**config.mk**
```make
export PLATFORM = sky130hd
export DESIGN_NAME = time_set_unit
export DESIGN_NICKNAME = d
export VERILOG_FILES = /design/src/rtl/clock_pkg.sv /design/src/rtl/btn_step_gen.sv /design/src/rtl/time_set_unit.sv
export SDC_FILE = /design/constraint.sdc
export NUM_CORES = 1
export LEC_CHECK = 0
export CAP_MARGIN = 20
export CELL_PAD_IN_SITES_DETAIL_PLACEMENT = 1
export CELL_PAD_IN_SITES_GLOBAL_PLACEMENT = 1
export CORE_MARGIN = 3
export CORE_UTILIZATION = 39
export CTS_CLUSTER_DIAMETER = 100
export CTS_CLUSTER_SIZE = 40
export DETAILED_ROUTE_END_ITERATION = 8
export PLACE_DENSITY = 0.82
export SETUP_SLACK_MARGIN = 0.4
export SYNTH_ARGS = -nofsm -noshare
export SYNTH_HDL_FRONTEND = slang
export SYNTH_SLANG_ARGS = --single-unit
```
**constraint.sdc**
```tcl
create_clock -name clk -period 7.35 [get_ports clk]
set_clock_uncertainty 0.1 [all_clocks]
set_input_delay 1.47 -clock clk [delete_from_list [all_inputs] [get_ports clk]]
set_output_delay 1.47 -clock clk [all_outputs]
set_load 0.05 [all_outputs]
```
**src/rtl/clock_pkg.sv**
```systemverilog
// Shared types and helpers for the clock time-setting path.
// Holds the setting-FSM state encoding, field widths, the one-hot field
// codes used for display blinking, and the wrap/clamp arithmetic shared by
// every editable field.
package clock_pkg;

  typedef enum logic [2:0] {
    IDLE      = 3'd0,
    EDIT_HOUR = 3'd1,
    EDIT_MIN  = 3'd2,
    EDIT_SEC  = 3'd3,
    COMMIT    = 3'd4
  } ts_state_t;

  localparam int HOUR_W      = 5;
  localparam int MIN_W       = 6;
  localparam int SEC_W       = 6;
  localparam int MIN_SEC_MAX = 59;

  localparam logic [2:0] FLD_HOUR = 3'b100;
  localparam logic [2:0] FLD_MIN  = 3'b010;
  localparam logic [2:0] FLD_SEC  = 3'b001;
  localparam logic [2:0] FLD_NONE = 3'b000;

  // Step a field value by one in either direction, wrapping at 0 and max_v.
  function automatic logic [5:0] wrap_step(input logic [5:0] val,
                                           input logic [5:0] max_v,
                                           input logic       up);
    logic [5:0] res;
    if (up) begin
      if (val >= max_v) begin
        res = 6'd0;
      end else begin
        res = val + 6'd1;
      end
    end else begin
      if (val == 6'd0) begin
        res = max_v;
      end else begin
        res = val - 6'd1;
      end
    end
    return res;
  endfunction

  // Values outside the legal range of a field are replaced by zero.
  function automatic logic [5:0] clamp_cap(input logic [5:0] val,
                                           input logic [5:0] max_v);
    logic [5:0] res;
    if (val > max_v) begin
      res = 6'd0;
    end else begin
      res = val;
    end
    return res;
  endfunction

  // Field rotation order while editing: hour -> min -> sec -> hour.
  function automatic ts_state_t next_field(input ts_state_t s);
    ts_state_t res;
    case (s)
      EDIT_HOUR: res = EDIT_MIN;
      EDIT_MIN:  res = EDIT_SEC;
      EDIT_SEC:  res = EDIT_HOUR;
      default:   res = EDIT_HOUR;
    endcase
    return res;
  endfunction

  // One-hot blink code for a state; zero outside the edit states.
  function automatic logic [2:0] field_onehot(input ts_state_t s);
    logic [2:0] res;
    case (s)
      EDIT_HOUR: res = FLD_HOUR;
      EDIT_MIN:  res = FLD_MIN;
      EDIT_SEC:  res = FLD_SEC;
      default:   res = FLD_NONE;
    endcase
    return res;
  endfunction

endpackage

```
**src/rtl/btn_step_gen.sv**
```systemverilog
// Turns a debounced button level into one-cycle step pulses.
// Default build: a single pulse on each rising edge.
// With AUTO_REPEAT_EN defined: after REPEAT_DELAY held cycles an extra
// step is issued, then one every REPEAT_PERIOD cycles until release.
// clear_i cancels any pending repeat and also masks the pulse, because a
// cleared button has no field to act on in that cycle.
module btn_step_gen #(
  parameter int REPEAT_DELAY  = 500,
  parameter int REPEAT_PERIOD = 100
) (
  input  logic clk,
  input  logic rst_n,
  input  logic btn_i,
  input  logic clear_i,
  output logic step_o
);

  logic btn_q;
  logic btn_d;
  logic edge_s;

  assign edge_s = btn_i & ~btn_q;

`ifdef AUTO_REPEAT_EN
  localparam int CNT_MAX = (REPEAT_DELAY > REPEAT_PERIOD) ? REPEAT_DELAY : REPEAT_PERIOD;
  localparam int CNT_W   = (CNT_MAX > 1) ? $clog2(CNT_MAX) : 1;
  localparam logic [CNT_W-1:0] DELAY_LD  = CNT_W'(REPEAT_DELAY - 1);
  localparam logic [CNT_W-1:0] PERIOD_LD = CNT_W'(REPEAT_PERIOD - 1);
  localparam logic [CNT_W-1:0] CNT_ZERO  = {CNT_W{1'b0}};
  localparam logic [CNT_W-1:0] CNT_ONE   = CNT_W'(1);

  logic             armed_q;
  logic             armed_d;
  logic [CNT_W-1:0] timer_q;
  logic [CNT_W-1:0] timer_d;
  logic             rpt_s;

  // Hold timer: armed by an edge, counts down while held, reloads on each repeat.
  always_comb begin
    btn_d   = btn_i;
    armed_d = armed_q;
    timer_d = timer_q;
    rpt_s   = 1'b0;
    if (clear_i) begin
      armed_d = 1'b0;
      timer_d = CNT_ZERO;
    end else if (edge_s) begin
      armed_d = 1'b1;
      timer_d = DELAY_LD;
    end else if (armed_q && btn_i) begin
      if (timer_q == CNT_ZERO) begin
        rpt_s   = 1'b1;
        timer_d = PERIOD_LD;
      end else begin
        timer_d = timer_q - CNT_ONE;
      end
    end else begin
      armed_d = 1'b0;
      timer_d = CNT_ZERO;
    end
  end

  assign step_o = (edge_s | rpt_s) & ~clear_i;

  // Button history and hold timer registers.
  always_ff @(posedge clk) begin
    if (!rst_n) begin
      btn_q   <= 1'b0;
      armed_q <= 1'b0;
      timer_q <= CNT_ZERO;
    end else begin
      btn_q   <= btn_d;
      armed_q <= armed_d;
      timer_q <= timer_d;
    end
  end
`else
  // Edge-only stepping: the history register is the whole state.
  always_comb begin
    btn_d = btn_i;
  end

  assign step_o = edge_s & ~clear_i;

  // Button history register.
  always_ff @(posedge clk) begin
    if (!rst_n) begin
      btn_q <= 1'b0;
    end else begin
      btn_q <= btn_d;
    end
  end
`endif

endmodule

```
**src/rtl/time_set_unit.sv**
```systemverilog
// Time-setting unit: while set_time_en is high the user edits a shadow
// hour/minute/second with field/inc/dec buttons; when set_time_en falls a
// one-cycle load_time strobe hands the shadow time to the time counter.
// Optional feature macro: AUTO_REPEAT_EN (held inc/dec auto-repeat).
module time_set_unit
  import clock_pkg::*;
#(
  parameter int HOUR_MAX      = 23,
  parameter int REPEAT_DELAY  = 500,
  parameter int REPEAT_PERIOD = 100
) (
  input  logic              clk,
  input  logic              rst_n,
  input  logic              set_time_en,
  input  logic              field_btn,
  input  logic              inc_btn,
  input  logic              dec_btn,
  input  logic [HOUR_W-1:0] cur_hour,
  input  logic [MIN_W-1:0]  cur_min,
  input  logic [SEC_W-1:0]  cur_sec,
  output logic [HOUR_W-1:0] set_hour,
  output logic [MIN_W-1:0]  set_min,
  output logic [SEC_W-1:0]  set_sec,
  output logic              load_time,
  output logic [2:0]        blink_field,
  output logic              editing
);

  localparam logic [5:0] HOUR_MAX_6 = 6'(HOUR_MAX);
  localparam logic [5:0] MS_MAX_6   = 6'(MIN_SEC_MAX);

  ts_state_t         state_q;
  ts_state_t         state_d;
  logic [HOUR_W-1:0] set_hour_q;
  logic [HOUR_W-1:0] set_hour_d;
  logic [MIN_W-1:0]  set_min_q;
  logic [MIN_W-1:0]  set_min_d;
  logic [SEC_W-1:0]  set_sec_q;
  logic [SEC_W-1:0]  set_sec_d;
  logic              load_time_q;
  logic              load_time_d;
  logic [2:0]        blink_field_q;
  logic [2:0]        blink_field_d;
  logic              editing_q;
  logic              editing_d;
  logic              field_q;
  logic              field_d;

  logic field_edge_s;
  logic edit_active_s;
  logic step_clr_s;
  logic inc_step_s;
  logic dec_step_s;
  logic inc_ok_s;
  logic dec_ok_s;

  assign field_edge_s  = field_btn & ~field_q;
  assign edit_active_s = set_time_en &
                         ((state_q == EDIT_HOUR) | (state_q == EDIT_MIN) | (state_q == EDIT_SEC));

`ifdef AUTO_REPEAT_EN
  // Holding inc and dec together must never step, so it also cancels repeats.
  assign step_clr_s = ~edit_active_s | field_edge_s | (inc_btn & dec_btn);
  assign inc_ok_s   = inc_step_s & ~dec_btn;
  assign dec_ok_s   = dec_step_s & ~inc_btn;
`else
  assign step_clr_s = ~edit_active_s | field_edge_s;
  assign inc_ok_s   = inc_step_s & ~dec_step_s;
  assign dec_ok_s   = dec_step_s & ~inc_step_s;
`endif

  btn_step_gen #(
    .REPEAT_DELAY  (REPEAT_DELAY),
    .REPEAT_PERIOD (REPEAT_PERIOD)
  ) u_inc_step (
    .clk     (clk),
    .rst_n   (rst_n),
    .btn_i   (inc_btn),
    .clear_i (step_clr_s),
    .step_o  (inc_step_s)
  );

  btn_step_gen #(
    .REPEAT_DELAY  (REPEAT_DELAY),
    .REPEAT_PERIOD (REPEAT_PERIOD)
  ) u_dec_step (
    .clk     (clk),
    .rst_n   (rst_n),
    .btn_i   (dec_btn),
    .clear_i (step_clr_s),
    .step_o  (dec_step_s)
  );

  // Next state, shadow time update and Moore output decode of the next state.
  always_comb begin
    state_d    = state_q;
    set_hour_d = set_hour_q;
    set_min_d  = set_min_q;
    set_sec_d  = set_sec_q;
    field_d    = field_btn;

    case (state_q)
      IDLE: begin
        if (set_time_en) begin
          set_hour_d = HOUR_W'(clamp_cap({1'b0, cur_hour}, HOUR_MAX_6));
          set_min_d  = MIN_W'(clamp_cap(cur_min, MS_MAX_6));
          set_sec_d  = SEC_W'(clamp_cap(cur_sec, MS_MAX_6));
          state_d    = EDIT_HOUR;
        end else begin
          state_d = IDLE;
        end
      end
      EDIT_HOUR, EDIT_MIN, EDIT_SEC: begin
        if (!set_time_en) begin
          state_d = COMMIT;
        end else if (field_edge_s) begin
          state_d = next_field(state_q);
        end else if (inc_ok_s || dec_ok_s) begin
          case (state_q)
            EDIT_HOUR: set_hour_d = HOUR_W'(wrap_step({1'b0, set_hour_q}, HOUR_MAX_6, inc_ok_s));
            EDIT_MIN:  set_min_d  = MIN_W'(wrap_step(set_min_q, MS_MAX_6, inc_ok_s));
            EDIT_SEC:  set_sec_d  = SEC_W'(wrap_step(set_sec_q, MS_MAX_6, inc_ok_s));
            default:   set_hour_d = set_hour_q;
          endcase
        end else begin
          state_d = state_q;
        end
      end
      COMMIT: begin
        state_d = IDLE;
      end
      default: begin
        state_d = IDLE;
      end
    endcase

    load_time_d   = (state_d == COMMIT);
    blink_field_d = field_onehot(state_d);
    editing_d     = (blink_field_d != FLD_NONE);
  end

  // State, shadow time, field-button history and registered outputs.
  always_ff @(posedge clk) begin
    if (!rst_n) begin
      state_q       <= IDLE;
      set_hour_q    <= {HOUR_W{1'b0}};
      set_min_q     <= {MIN_W{1'b0}};
      set_sec_q     <= {SEC_W{1'b0}};
      load_time_q   <= 1'b0;
      blink_field_q <= FLD_NONE;
      editing_q     <= 1'b0;
      field_q       <= 1'b0;
    end else begin
      state_q       <= state_d;
      set_hour_q    <= set_hour_d;
      set_min_q     <= set_min_d;
      set_sec_q     <= set_sec_d;
      load_time_q   <= load_time_d;
      blink_field_q <= blink_field_d;
      editing_q     <= editing_d;
      field_q       <= field_d;
    end
  end

  assign set_hour    = set_hour_q;
  assign set_min     = set_min_q;
  assign set_sec     = set_sec_q;
  assign load_time   = load_time_q;
  assign blink_field = blink_field_q;
  assign editing     = editing_q;

endmodule
```
==> results of run 1 <==
routing by layer:
layer,global-route usage [%],wire length [um],share of wire [%]
met3,3.10,216,3.5
met5,0,0,0
met1,28.2,2880,47
met4,6.99,104,1.7
met2,36.0,2940,48
area by class of cell:
class / count / share of cell area (%)
Clock inverter: 1 / 1.18
Tap cell: 67 / 3.30
Multi-Input combinational cell: 209 / 52.9
Timing Repair Buffer: 44 / 17.3
Clock buffer: 3 / 1.62
Sequential cell: 28 / 22.1
Inverter: 11 / 1.62
flip-flops by register name, summed over array words and instances (netlist names):
name and count:
blink_field 3, editing 1, set_hour 5, field_q 1, load_time 1, set_sec 6
set_min 6, u_inc_step.btn_q 1, state_q 3, u_dec_step.btn_q 1
critical path, cell delays in order:
cell and delay [ps]:
clkdlybuf4s50_1 430, nand2b_1 190, nand3_1 130, or3b_2 490, ha_1 320, a21o_1 230
a2111oi_4 640, and2b_1 260, a31oi_1 170, o22ai_1 120
cells in the mapped netlist (4+ instances only):
| master | number |
|---|---|
| and2_1 | 5 |
| nand4b_1 | 4 |
| o2111ai_1 | 4 |
| ha_1 | 9 |
| xnor2_1 | 5 |
| dfxtp_1 | 28 |
| a21oi_1 | 21 |
| xor2_1 | 5 |
| inv_1 | 11 |
| o22ai_1 | 4 |
| nand3_1 | 15 |
| nor3_1 | 8 |
| a31oi_1 | 13 |
| nor2_1 | 15 |
| o21ai_0 | 30 |
| nand2_1 | 18 |
| clkbuf_1 | 15 |
kinds of logic (layout without fill, tap and decap cells):
family	after synthesis	count (layout)	synth area share (%)
adder cells (fa/ha/maj)	9	9	5.52
flip-flops	28	28	27.5
AND/OR/NAND/NOR	87	87	22.5
multiplexers	1	1	0.552
XOR/XNOR	10	10	4.29
buffers and inverters	31	59	6.63
AO/OA/AOI/OAI	102	102	33.1
metrics by stage:
step / setup WS [ps] / instances / utilization [%] / hold slack [ps]
after CTS: 2980 / 363 / 52.1 / 533
after global routing: 2770 / 363 / 52.1 / 587
after detailed placement: 2730 / 359 / 50.6 / 511
after floorplan: 3620 / 268 / - / 497
final: 2980 / 363 / 52.1 / 550
after global placement: 2860 / 359 / 50.6 / 525
report_power, final:
part | internal (W) | switching (W)
Clock | 0.0000731 | 0.0000549
Combinational | 0.0000699 | 0.000102
Sequential | 0.000163 | 0.0000269
worst max-delay path by stage:
| stage | to | slack (ps) | cells past startpoint |
|---|---|---|---|
| floorplan | set_min[5] | 3620 | 10 |
| global placement | set_min[3] | 2860 | 10 |
| detailed placement | set_min[3] | 2730 | 10 |
| CTS | set_min[3] | 2980 | 10 |
| global route | set_min[3] | 2770 | 10 |
| finish | set_min[3] | 2980 | 10 |
==> run_results.csv, run 1 <==
group,metric,value,unit
cells_and_area,drive_above_1_share,3.72,%
synth,synth-async-reset-ratio,0,%
pwr,p_total,0.000490,W
setup_path,r2r_slack,3690,ps
setup_path,worst_setup_path_end_kind,"register",
clock_network,cts_setup_buffers,0,
grt,grt_pass1_wl,10.7,mm
synth,syn_area,2040,um2
place,place_congestion,0.848,
setup_path,critPathKind,"primary input to register",
routing,drt.antenna.violating_nets,0,
pwr,leakagePower,0.881,nW
synth,synthCells,268,
die,rows,25,
die,die-width,78.3,um
routing,drc_errors,0,
cells_and_area,layout_commonest_cell,"clkdlybuf4s50_1",
setup_path,path_max_fanout,12,
clock_network,htree_num_levels,1,
setup_path,r2r-start,"state_q[0]",
cells_and_area,num_antenna_cells,0,
synth,synth_top_area_share,27.5,%
timing,slew_violations,0,
min_path,whs_endpoint,"set_hour[0]",
place,post_dp_cell_area,2470,um2
setup_path,critPathLaunch,"field_btn",
setup_path,ff2ff_path_depth,9,
setup_path,worst_r2r_endpoint,"set_min[3]",
synth,seq_area_frac_synth,27.5,%
die,start_util,41.8,%
clock_network,clk_latency,280,ps
clock_network,clk_path_buf_depth,2,
clock_network,cts_tree,"built",
cells_and_area,regArea,561,um2
min_path,min_path_type,"register to register",
die,coreArea,4880,um2
cells_and_area,num-nets-final,329,
grt,grt_pass1_vias,2175,
synth,synth_edf_count,0,
clock_network,cts.sinks,28,
timing,rsz0062_at_grt,"false",
synth,synthTopCellsByArea,"dfxtp_1, o21ai_0, ha_1, a21oi_1, a31oi_1",
setup_path,cp.required,7420,ps
synth,ys.flop_type,"dfxtp_1",
clock_network,clkTransAtPathRegs,110,ps
min_path,hold_start,"set_hour[0]",
die,die_h,78.3,um
timing,hold_viol,0,
routing,first_pass_iters,4,
pwr,powerDensity,193,nW/um2
die,dieArea,6130,um2
routing,vias,2126,
grt,grt_max_degree,27,
min_path,min_path_cells,2,
cells_and_area,multi_input_area,1340,um2
synth,synth-seq-cells,28,
outcome,outcome,"completed",
clock_network,cts_buffers,3,
place,place_hpwl,4.35,mm
synth,yosysWarnings,0,
setup_path,cp.arrival,4440,ps
cells_and_area,most-common-layout-cells,"clkdlybuf4s50_1, o21ai_0, dfxtp_1, a21oi_1, nand2_1",
clock_network,root_buffer,"clkbuf_8",
die,io_pins,45,
cells_and_area,fin_area,2540,um2
cells_and_area,fill_cells,631,
setup_path,startpoint_type,"primary input",
timing,max_freq,229,MHz
flow_run,cap_violations,0,
place,place.port_buffers,44,
routing,wl,6.14,mm
synth,synth_cell_types,52,
clock_network,post_cts_resized,0,
timing,slew_headroom,36.7,%
cells_and_area,area_delta_synth_final,24.6,%
synth,syn_area_per_cell,7.61,um2
grt,grt_antenna_before_repair,0,
routing,drtIter0Drc,97,
timing,setup_viol,0,
timing,fin_crit_sh,59.5,%
synth,synth.net_count,300,
routing,via_per_inst,5.86,
timing,worst_slew_pin_slew,950,ps
grt,gr-usage-all-layers,21.4,%
clock_network,ctsHoldBuffers,0,
grt,overflow,0,
routing,wl_per_cell,16.9,um
timing,setup_tns,0,ps
timing,min_period,4370,ps
pwr,irDropWorstVdd,107,uV
synth,yosysTopAreaCell,"dfxtp_1",
No activity file was read; power rests on OpenSTA's default activity.
==> run 2, diff against run 1 <==
- CORE_UTILIZATION: 39 -> 37
- PLACE_DENSITY: 0.82 -> 0.78
- clock period: 7.35 -> 4.4 ns (I/O delays scaled with it)
==> run_results.csv, run 2 (synthesis gave the netlist of run 1 again) <==
group,metric,value,unit
cells_and_area,num_antenna_cells,0,
clock_network,cts_tree,"built",
setup_path,cp_slowest_cell,"a2111oi_4",
die,coreArea,5200,um2
timing,setup_tns,0,ps
timing,setup_viol,0,
setup_path,path_max_fanout,12,
cells_and_area,num-nets-final,331,
routing,wl,6.43,mm
timing,worst_slew_pin_slew,710,ps
clock_network,ctsHoldBuffers,0,
setup_path,crit_chain,"clkdlybuf4s50_1 -> nand2b_1 -> nand3_1 -> or3b_2 -> ha_1 -> a21o_1 -> a2111oi_4 -> and2b_1 -> a31oi_1 -> o22ai_1",
cells_and_area,layout_commonest_cell,"clkdlybuf4s50_1",
clock_network,cts.sinks,28,
die,start_util,39.2,%
clock_network,root_buffer,"clkbuf_8",
clock_network,clkTransAtPathRegs,110,ps
cells_and_area,fill_cells,645,
pwr,p_seq_share,38.5,%
die,io_pins,45,
routing,vias,2146,
clock_network,clk_path_buf_depth,2,
pwr,clkPwrFrac,26.4,%
pwr,irDropWorstVdd,202,uV
timing,slew_violations,0,
timing,slew_headroom,52.7,%
timing,fin_crit_sh,85.9,%
die,dieArea,6440,um2
routing,m1WireLength,3.04,mm
pwr,intPower,0.000512,W
setup_path,max_stage_delay,630,ps
routing,drtIter0Drc,93,
clock_network,cts_setup_buffers,0,
pwr,p_comb_share,35.1,%
place,place_congestion,0.830,
clock_network,clk_latency,290,ps
pwr,leakagePower,0.891,nW
grt,grt_pass1_vias,2134,
setup_path,worst_setup_path_end_kind,"register",
pwr,swShare,37.7,%
pwr,powerDensity,321,nW/um2
clock_network,post_cts_resized,0,
setup_path,critPathKind,"primary input to register",
die,rows,26,
routing,via_per_inst,5.83,
routing,first_pass_iters,4,
clock_network,htree_num_levels,1,
outcome,outcome,"completed",
routing,topRoutingLayerUsed,"met4",
setup_path,crit_buf_inv,1,
routing,wl_per_cell,17.5,um
cells_and_area,postLayoutCoreUtil,49.2,%
routing,met2WireLength,3.13,mm
min_path,min_path_type,"register to register",
setup_path,startpoint_type,"primary input",
setup_path,cp_top_family,"compound AO/OA/AOI/OAI gates",
cells_and_area,area_delta_synth_final,25.5,%
cells_and_area,drive_above_1_share,4.36,%
flow_run,cap_violations,0,
timing,hold_viol,0,
timing,max_freq,265,MHz
timing,min_period,3780,ps
grt,gr-usage-all-layers,20.7,%
grt,grt_max_degree,20,
setup_path,cp.required,4480,ps
place,place_hpwl,4.74,mm
routing,drt.antenna.violating_nets,0,
clock_network,cts_buffers,3,
cells_and_area,most-common-layout-cells,"clkdlybuf4s50_1, o21ai_0, dfxtp_1, a21oi_1, nand2_1",
routing,dr_wl_met3,213,um
die,die-width,80.2,um
grt,grt_pass1_wl,10.6,mm
place,place.port_buffers,44,
timing,rsz0062_at_grt,"false",
pwr,switchingPower,0.000310,W
grt,overflow,0,
die,die_h,80.2,um
routing,drc_errors,0,
grt,grt_antenna_before_repair,0,
setup_path,cp.arrival,3860,ps
==> run 2: cell type report <==
class	instances	area [um2]	area share (%)
Timing Repair Buffer	46	455	17.8
Clock buffer	3	41.3	1.61
Sequential cell	28	561	21.9
Multi-Input combinational cell	209	1340	52.5
Tap cell	70	87.6	3.42
Clock inverter	1	30.0	1.17
Inverter	11	41.3	1.61
==> run 2: per-layer routing <==
metal | vias up | GRT usage, %
li1 | 1048 | -
met1 | 1054 | 27.1
met2 | 40 | 34.9
met3 | 4 | 3.48
met4 | 0 | 5.74
met5 | - | 0
==> run 2: tightest hold or removal path, cell delays in order, from the launching register on <==
cell	delay, ps
dfxtp_1	410
o2111ai_1	120
a21oi_1	70
==> run 2: worst paths after layout <==
kind | from | to | slack [ps] | cells past startpoint
worst max-delay path | field_btn | set_min[4] | 620 | 10
worst min-delay path | set_min[5] | set_min[5] | 530 | 2
worst min register to register | set_min[5] | set_min[5] | 530 | 2
worst max register to register | state_q[0] | set_min[4] | 770 | 9
==> run 2: metrics by stage <==
step                setup slack [ps]  power, W  hold slack (ps)  std cells  cell area [um2]
floorplan                       1260  0.000516              497        268             2040
global placement                 472  0.000602              504        364             2490
detailed placement               319  0.000611              506        364             2490
CTS                              638  0.000829              528        368             2560
global route                     422  0.000871              575        368             2560
finish                           622  0.000822              525        368             2560
==> run 2: power by group through the flow <==
stage	registers, W	logic, W	clock network, W
after CTS	0.000316	0.000291	0.000222
after global routing	0.000322	0.000316	0.000233
after floorplan	0.000354	0.000162	0
final	0.000316	0.000289	0.000217
after global placement	0.000321	0.000281	0
after detailed placement	0.000321	0.000290	0
